`src/rtl/lamp_conflict_monitor.sv`:
```
// Fail-safe lamp output stage placed after the T-intersection controller.
// Registers the six controller lamp signals and checks each sample for illegal
// combinations. Legal patterns are forwarded to the drivers and illegal ones are
// blocked. A conflict that persists for FILTER_CYCLES samples latches a fault
// and switches to flashing mode (main flashing yellow, side flashing red) until
// the operator gives a clear.
//
// Ports:
//   clk                                       system clock
//   reset                                     asynchronous, active-low reset
//   main_red_in/main_yellow_in/main_green_in  main-head lamps from the controller
//   side_red_in/side_yellow_in/side_green_in  side-head lamps from the controller
//   fault_clear                               operator clear, level-sensitive
//   main_red/main_yellow/main_green           main-head lamp drive, registered
//   side_red/side_yellow/side_green           side-head lamp drive, registered
//   fault                                     high while in FAULT
//   fault_code                                latched cause: [0] main invalid,
//                                             [1] side invalid, [2] cross conflict
module lamp_conflict_monitor #(
  parameter int FILTER_CYCLES     = 4,
  parameter int STARTUP_CYCLES    = 100_000_000,
  parameter int FLASH_HALF_PERIOD = 25_000_000
) (
  input  logic       clk,
  input  logic       reset,
  input  logic       main_red_in,
  input  logic       main_yellow_in,
  input  logic       main_green_in,
  input  logic       side_red_in,
  input  logic       side_yellow_in,
  input  logic       side_green_in,
  input  logic       fault_clear,
  output logic       main_red,
  output logic       main_yellow,
  output logic       main_green,
  output logic       side_red,
  output logic       side_yellow,
  output logic       side_green,
  output logic       fault,
  output logic [2:0] fault_code
);

  localparam int FW = $clog2(FILTER_CYCLES + 1);
  localparam int SW = (STARTUP_CYCLES > 1) ? $clog2(STARTUP_CYCLES) : 1;
  localparam int HW = (FLASH_HALF_PERIOD > 1) ? $clog2(FLASH_HALF_PERIOD) : 1;

  // Lamp vectors are ordered {red, yellow, green}.
  localparam logic [2:0] LAMP_RED = 3'b100;

  typedef enum logic [1:0] {
    ST_STARTUP,
    ST_PASS,
    ST_FAULT
  } state_t;

  state_t          state_q, state_d;
  logic [2:0]      main_s, side_s;
  logic [2:0]      main_q, main_d;
  logic [2:0]      side_q, side_d;
  logic [FW-1:0]   filt_q, filt_d;
  logic [SW-1:0]   startup_q, startup_d;
  logic [HW-1:0]   flash_q, flash_d;
  logic            phase_q, phase_d;
  logic [2:0]      code_q, code_d;
  logic [2:0]      code_now;
  logic            illegal;
  logic            trigger;

  // Sample register. It resets to all-red so the first check after reset sees
  // a legal pattern.
  always_ff @(posedge clk or negedge reset) begin
    if (!reset) begin
      main_s <= LAMP_RED;
      side_s <= LAMP_RED;
    end else begin
      main_s <= {main_red_in, main_yellow_in, main_green_in};
      side_s <= {side_red_in, side_yellow_in, side_green_in};
    end
  end

  always_comb begin
    code_now    = '0;
    code_now[0] = ($countones(main_s) != 1);
    code_now[1] = ($countones(side_s) != 1);
    code_now[2] = !main_s[2] && !side_s[2];
    illegal     = |code_now;
    trigger     = illegal && (filt_q == FW'(FILTER_CYCLES - 1));
  end

  always_ff @(posedge clk or negedge reset) begin
    if (!reset) begin
      state_q   <= ST_STARTUP;
      main_q    <= LAMP_RED;
      side_q    <= LAMP_RED;
      filt_q    <= '0;
      startup_q <= '0;
      flash_q   <= '0;
      phase_q   <= 1'b0;
      code_q    <= '0;
    end else begin
      state_q   <= state_d;
      main_q    <= main_d;
      side_q    <= side_d;
      filt_q    <= filt_d;
      startup_q <= startup_d;
      flash_q   <= flash_d;
      phase_q   <= phase_d;
      code_q    <= code_d;
    end
  end

  always_comb begin
    state_d   = state_q;
    main_d    = main_q;
    side_d    = side_q;
    startup_d = startup_q;
    flash_d   = flash_q;
    phase_d   = phase_q;
    code_d    = code_q;

    // The filter saturates at FILTER_CYCLES. It can only get that high while
    // already in FAULT.
    if (!illegal)
      filt_d = '0;
    else if (filt_q != FW'(FILTER_CYCLES))
      filt_d = filt_q + 1'b1;
    else
      filt_d = filt_q;

    unique case (state_q)
      ST_STARTUP, ST_PASS: begin
        if (trigger) begin
          // Load the flash pattern on the entry edge so that the lamps change
          // in the same cycle that fault rises.
          state_d = ST_FAULT;
          code_d  = code_now;
          flash_d = '0;
          phase_d = 1'b1;
          main_d  = 3'b010;
          side_d  = LAMP_RED;
        end else if (state_q == ST_STARTUP) begin
          main_d = LAMP_RED;
          side_d = LAMP_RED;
          if (startup_q == SW'(STARTUP_CYCLES - 1)) begin
            state_d   = ST_PASS;
            startup_d = '0;
          end else begin
            startup_d = startup_q + 1'b1;
          end
        end else if (!illegal) begin
          main_d = main_s;
          side_d = side_s;
        end
      end

      ST_FAULT: begin
        if (fault_clear && !illegal) begin
          state_d   = ST_STARTUP;
          startup_d = '0;
          code_d    = '0;
          filt_d    = '0;
          main_d    = LAMP_RED;
          side_d    = LAMP_RED;
        end else begin
          if (flash_q == HW'(FLASH_HALF_PERIOD - 1)) begin
            flash_d = '0;
            phase_d = !phase_q;
          end else begin
            flash_d = flash_q + 1'b1;
          end
          main_d = {1'b0, phase_d, 1'b0};
          side_d = {phase_d, 2'b00};
        end
      end

      default: begin
        state_d = ST_STARTUP;
        main_d  = LAMP_RED;
        side_d  = LAMP_RED;
      end
    endcase
  end

  assign main_red    = main_q[2];
  assign main_yellow = main_q[1];
  assign main_green  = main_q[0];
  assign side_red    = side_q[2];
  assign side_yellow = side_q[1];
  assign side_green  = side_q[0];
  assign fault       = (state_q == ST_FAULT);
  assign fault_code  = code_q;

endmodule

```
`config.mk`:
```
export PLATFORM = sky130hd
export DESIGN_NAME = lamp_conflict_monitor
export DESIGN_NICKNAME = d
export VERILOG_FILES = /design/src/rtl/lamp_conflict_monitor.sv
export SDC_FILE = /design/constraint.sdc
export NUM_CORES = 1
export LEC_CHECK = 0
export CORE_AREA = 2 2 98 100
export DETAILED_ROUTE_END_ITERATION = 16
export DIE_AREA = 0 0 100 102
export RECOVER_POWER = 50
export REMOVE_ABC_BUFFERS = 1
export SLEW_MARGIN = 20
export SYNTH_ARGS = -nofsm -noshare
export SYNTH_HDL_FRONTEND = slang
export SYNTH_SLANG_ARGS = --single-unit
```
`constraint.sdc`:
```
create_clock -name clk -period 3.1 [get_ports clk]
set_input_delay 0.93 -clock clk [delete_from_list [all_inputs] [get_ports clk]]
set_output_delay 0.93 -clock clk [all_outputs]
set_load 0.05 [all_outputs]
```
; ---- Yosys cells after proc, flatten, opt, wreduce, memory -nomap -nowiden
; Cells that the tools add are included.
[totals]
output_inout_bits = 10
inputBits = 9
elab_cells = 83
regBits = 73
[op_classes]
n_reduce_logical = 15
addsub = 7
mux = 35
n_eq_ne = 16
[ops]
columns = op, n
row1 = two-way mux 27 bit, 4
row2 = two-way mux 25 bit, 3
row3 = one-hot mux 27 bit (2 select lines), 1
row4 = one-hot mux 25 bit (2 select lines), 1
row5 = two-way mux 3 bit, 14
row6 = "adder 27 x 1 -> 27 bit, second input constant", 1
row7 = "equality test 27 bit, second input constant", 1
row8 = "adder 25 x 1 -> 25 bit, second input constant", 1
row9 = "equality test 25 bit, second input constant", 1
row10 = one-hot mux 3 bit (2 select lines), 3
row11 = "inequality test 3 bit, second input constant", 3
row12 = AND reduction 3 bit, 3
row13 = two-way mux 2 bit, 4
row14 = "inequality test 2 bit, second input constant", 4
row15 = adder 2 x 1 -> 3 bit, 2
row16 = "inequality test 3 x 1 -> 1 bit, second input constant", 2
row17 = adder 1 x 1 -> 2 bit, 2
row18 = logical NOT 1 bit, 4
row19 = "inequality test 4 bit, second input constant", 1
row20 = one-hot mux 2 bit (2 select lines), 1
row21 = AND reduction 4 bit, 1
row22 = "adder 3 x 1 -> 3 bit, second input constant", 1
row23 = "equality test 3 x 2 -> 1 bit, second input constant", 1
row24 = logical AND 1 bit, 3
row25 = 9 further kinds, 11

; ---- Logic depth before layout (Yosys ltp)
[logic_depth]
ltp_word = 8
mapped_depth = 9
ltp_nobuf = 8

; ---- Least setup slack after synthesis
; Ideal clock, no wire load.
[synth_timing]
kind = reg2reg
from = register main_s[2]
to = register startup_q[15]
required_ns = 3.023
slack_ns = 0.759
t_arrival_ns = 2.263
path_stages_with_launch = 9
path_buffers = 1
synth_period_minus_slack_ns = 2.341
setup_time_ns = 0.077
path_cell_list = dfstp_2 inv_1 fa_1 nor2b_1 a41o_1 buf_2 nand2_1 or3_1 a21oi_1
[synth_via]
elab_chain_len = 7
elab_cells_between_ends = 11
classes_between = add/sub (1) / eq/ne (3) / reduce/logical (7)
[synth_lines]
columns = element, line
row1 = "start, declared", 57  ; logic [2:0] main_s, side_s;
row2 = "start signal, assigned", 76  ; main_s <= {main_red_in, main_yellow_in, main_green_in};
row3 = adder 2 x 1 -> 3 bit (implied by the code) or logical NOT 1 bit (tied branches), "83, 85"
row4 = inequality test 3 x 1 -> 1 bit or logical AND 1 bit (tied branches), "83, 85"
row5 = OR reduction 3 bit *, 86  ; illegal = |code_now;
row6 = logical NOT 1 bit, 157  ; if (fault_clear && !illegal) begin
row7 = logical AND 1 bit, 157
row8 = inequality test 2 x 1 -> 1 bit (no source line), --
row9 = AND reduction 4 bit (no source line) *, --
row10 = "end signal, assigned", 105  ; startup_q <= startup_d;
row11 = "end, declared", 61  ; logic [SW-1:0] startup_q, startup_d;
; Every way passes the cells marked *; elsewhere a longest branch is shown, timed or not.
; A chain may end at the register's enable or synchronous reset.

; ---- Final worst setup path
; Ends and elaborated chain as after synthesis.

==> flow_summary.yaml <==
logic_synthesis:
  synth_edf_count: 0
  synth.most_common_cell: "dfrtp_1"
  synth.largest_area_cell: "dfrtp_1"
  yosysSeqAreaShare_pct: 46.6
  yosys-top-cells-count: "dfrtp_1 (69), nor2_1 (39), nand2_1 (31)"
  synth_ff_type: "dfrtp_1"
  synth_area_per_cell_um2: 9.76
  synthArstFlopShare_pct: 100
  synth_area_leaders: "dfrtp_1 (44%), xnor2_1 (4.0%), nor2_1 (3.7%), nand2_1 (3.0%), o21ai_0 (2.9%)"
  synth_cells: 403
  syn_area_mm2: 0.00393
  synth.top_cell.area_share_pct: 43.9
  synth_seq_cells: 73
  yosysUniqueCellTypes: 58
  yosys_warnings: 0
critical_path:
  critPathCaptureType: "flop"
  crit_fanout: 10
  critPathKind: "reg2reg"
  required_ns: 3.38
  cp-start-kind: "flop"
  cp.arrival_ns: 2.96
clocking:
  ctsHoldBuffers: 0
  cts_buffers: 9
  cts_tree: "yes"
  postCtsSetupRepairBufs: 0
  cts_sinks: 73
  htree_levels: 3
  clk_latency_ns: 0.35
  ctsResizeCount: 0
  clockBufferDepth: 2
  root_buffer: "clkbuf_8"
  clk_pin_slew_ns: 0.08
sta:
  fmax_mhz: 374
  tns_ns: 0
  worstMarginPinSlew_ns: 1.80
  slew_violations: 74
  whs_ns: 0.494
  rsz0062_at_grt: "false"
  setup_slack_ns: 0.428
  finalHoldViolations: 0
  setup_viol: 0
  period_minus_slack_ns: 2.67
  fin_crit_sh_pct: 86.2
  finClkSkew_ns: 0.0104
  max-slew-margin-rel_pct: -20.1
floorplan:
  start_util_pct: 43.2
  io_pins: 19
  die_w_um: 100
  fp.coreArea_mm2: 0.00911
  die_h_um: 102
  fp.dieArea_mm2: 0.0102
  rows: 35
grt:
  grt_start_max_net_pins: 74
  grt_use_total_pct: 17.4
  use_met1_pct: 24.5
  grt_util_met3_pct: 2.74
  use_met2_pct: 27.1
  overflow: 0
  busiest_layer: "met2"
  antenna_found_initial: 0
  grt_pass1_wl_um: 14200
  grt_pass1_vias: 2916
drt:
  drt_iter0_markers: 199
  drt-total-wl_um: 8320
  via_per_inst: 5.67
  wl_per_cell_um: 15.3
  drc: 0
  vias: 3077
  antenna_left: 0
  first_pass_iters: 4
power:
  max-vdd-ir-drop_mv: 0.239
  power.total_mw: 2.89
  power_switching_mw: 1.11
  power_switching_share_pct: 38.3
  p_seq_share_pct: 39.4
  combPwrFrac_pct: 33.8
  internal-power_mw: 1.78
  clock_power_share_pct: 26.8
  leakagePower_nw: 1.86
  p_per_area_mw_per_mm2: 648
placement:
  postPlaceCellArea_mm2: 0.00426
  place_ws_ns: 0.309
  io_buffer_count: 18
  dp.final_hpwl_um: 5660
  gp_congestion: 0.783
  dp_cells: 527
finish:
  area_growth_pct: 13.4
  finalNonFillerCells: 543
  seqCellArea_mm2: 0.00183
  antenna_cells: 0
  multi_input_area_mm2: 0.00199
  postLayoutCoreUtil_pct: 48.9
  design_area_mm2: 0.00446
  final_layout_size_suffix_gt1_share_pct: 11.8
  nFillCells: 865
  nets: 443
run_status:
  violations: "capacitance limit, slew limit"
  status: "finished with violations"
job:
  max_cap_violations: 1
min_path:
  hold_class: "reg2reg"
-- power by group through the flow --
stage                     Sequential [mW]  Combinational, mW  Clock (mW)
final                                1.14              0.975       0.774
after global routing                 1.16               1.08       0.824
after CTS                            1.14              0.990       0.797
after detailed placement             1.16              0.987           0
after global placement               1.16              0.977           0
after floorplan                      1.25              0.503           0
-- placed cells by master, fill, tap and decap left out, types with 11 or more instances in the layout --
| cell type | n |
|---|---|
| xor2_1 | 12 |
| nor3_1 | 11 |
| dfrtp_1 | 69 |
| nor2_1 | 39 |
| nand2_1 | 31 |
| xnor2_1 | 18 |
| nand3_1 | 19 |
| a21oi_1 | 15 |
| nand4_1 | 18 |
| o21ai_0 | 23 |
-- cell type report --
class,instances,share of cell area [%]
inverters,10,0.842
repair buffers,28,5.84
clock buffers,10,3.09
well taps,111,3.12
flip-flops and latches,73,41.1
clock inverters,6,1.49
multi-input cells,305,44.5
-- worst max-delay path: stages, from the launching register on --
cell and delay, ns:
dfstp_2 0.55, inv_1 0.05, fa_1 0.45, nor2b_1 0.40, a41o_1 0.29, buf_4 0.19, nand2_1 0.16, or3_1 0.36
a21oi_1 0.15
-- registers in the layout, indices dropped and copies added (netlist names) --
| name | flops |
|---|---|
| startup_q | 27 |
| side_s | 3 |
| main_q | 3 |
| state_q | 2 |
| phase_q | 1 |
| flash_q | 25 |
| main_s | 3 |
| filt_q | 3 |
| fault_code | 3 |
| side_q | 3 |
-- routing by layer --
metal	vias to the layer above	wire length [um]
met5	-	0
met1	1498	4040
li1	1512	-
met4	0	125
met2	56	3850
met3	11	303
-- final timing paths --
check / startpoint / depth (start not counted) / end / slack [ns]
worst max-delay path: main_s[2] / 8 / startup_q[15] / 0.43
worst min-delay path: fault_code[2] / 2 / fault_code[2] / 0.49
worst max register to register: main_s[2] / 8 / startup_q[15] / 0.43
worst min register to register: fault_code[2] / 2 / fault_code[2] / 0.49
max in group asynchronous: reset / 1 / main_s[1] / 0.98
min in group asynchronous: reset / 1 / startup_q[17] / 1.06
-- kinds of logic (layout without fill, tap and decap cells) --
kind of cell	count (synthesis)	after routing	share of synthesized area, %
compound gates	83	83	15.1
xor+xnor	30	30	6.68
mux	1	1	0.286
flops	73	73	46.6
fa+ha+maj	7	7	2.61
simple gates	184	184	25.9
buf+inv	25	54	2.90
(Power assumes the default switching activity.)
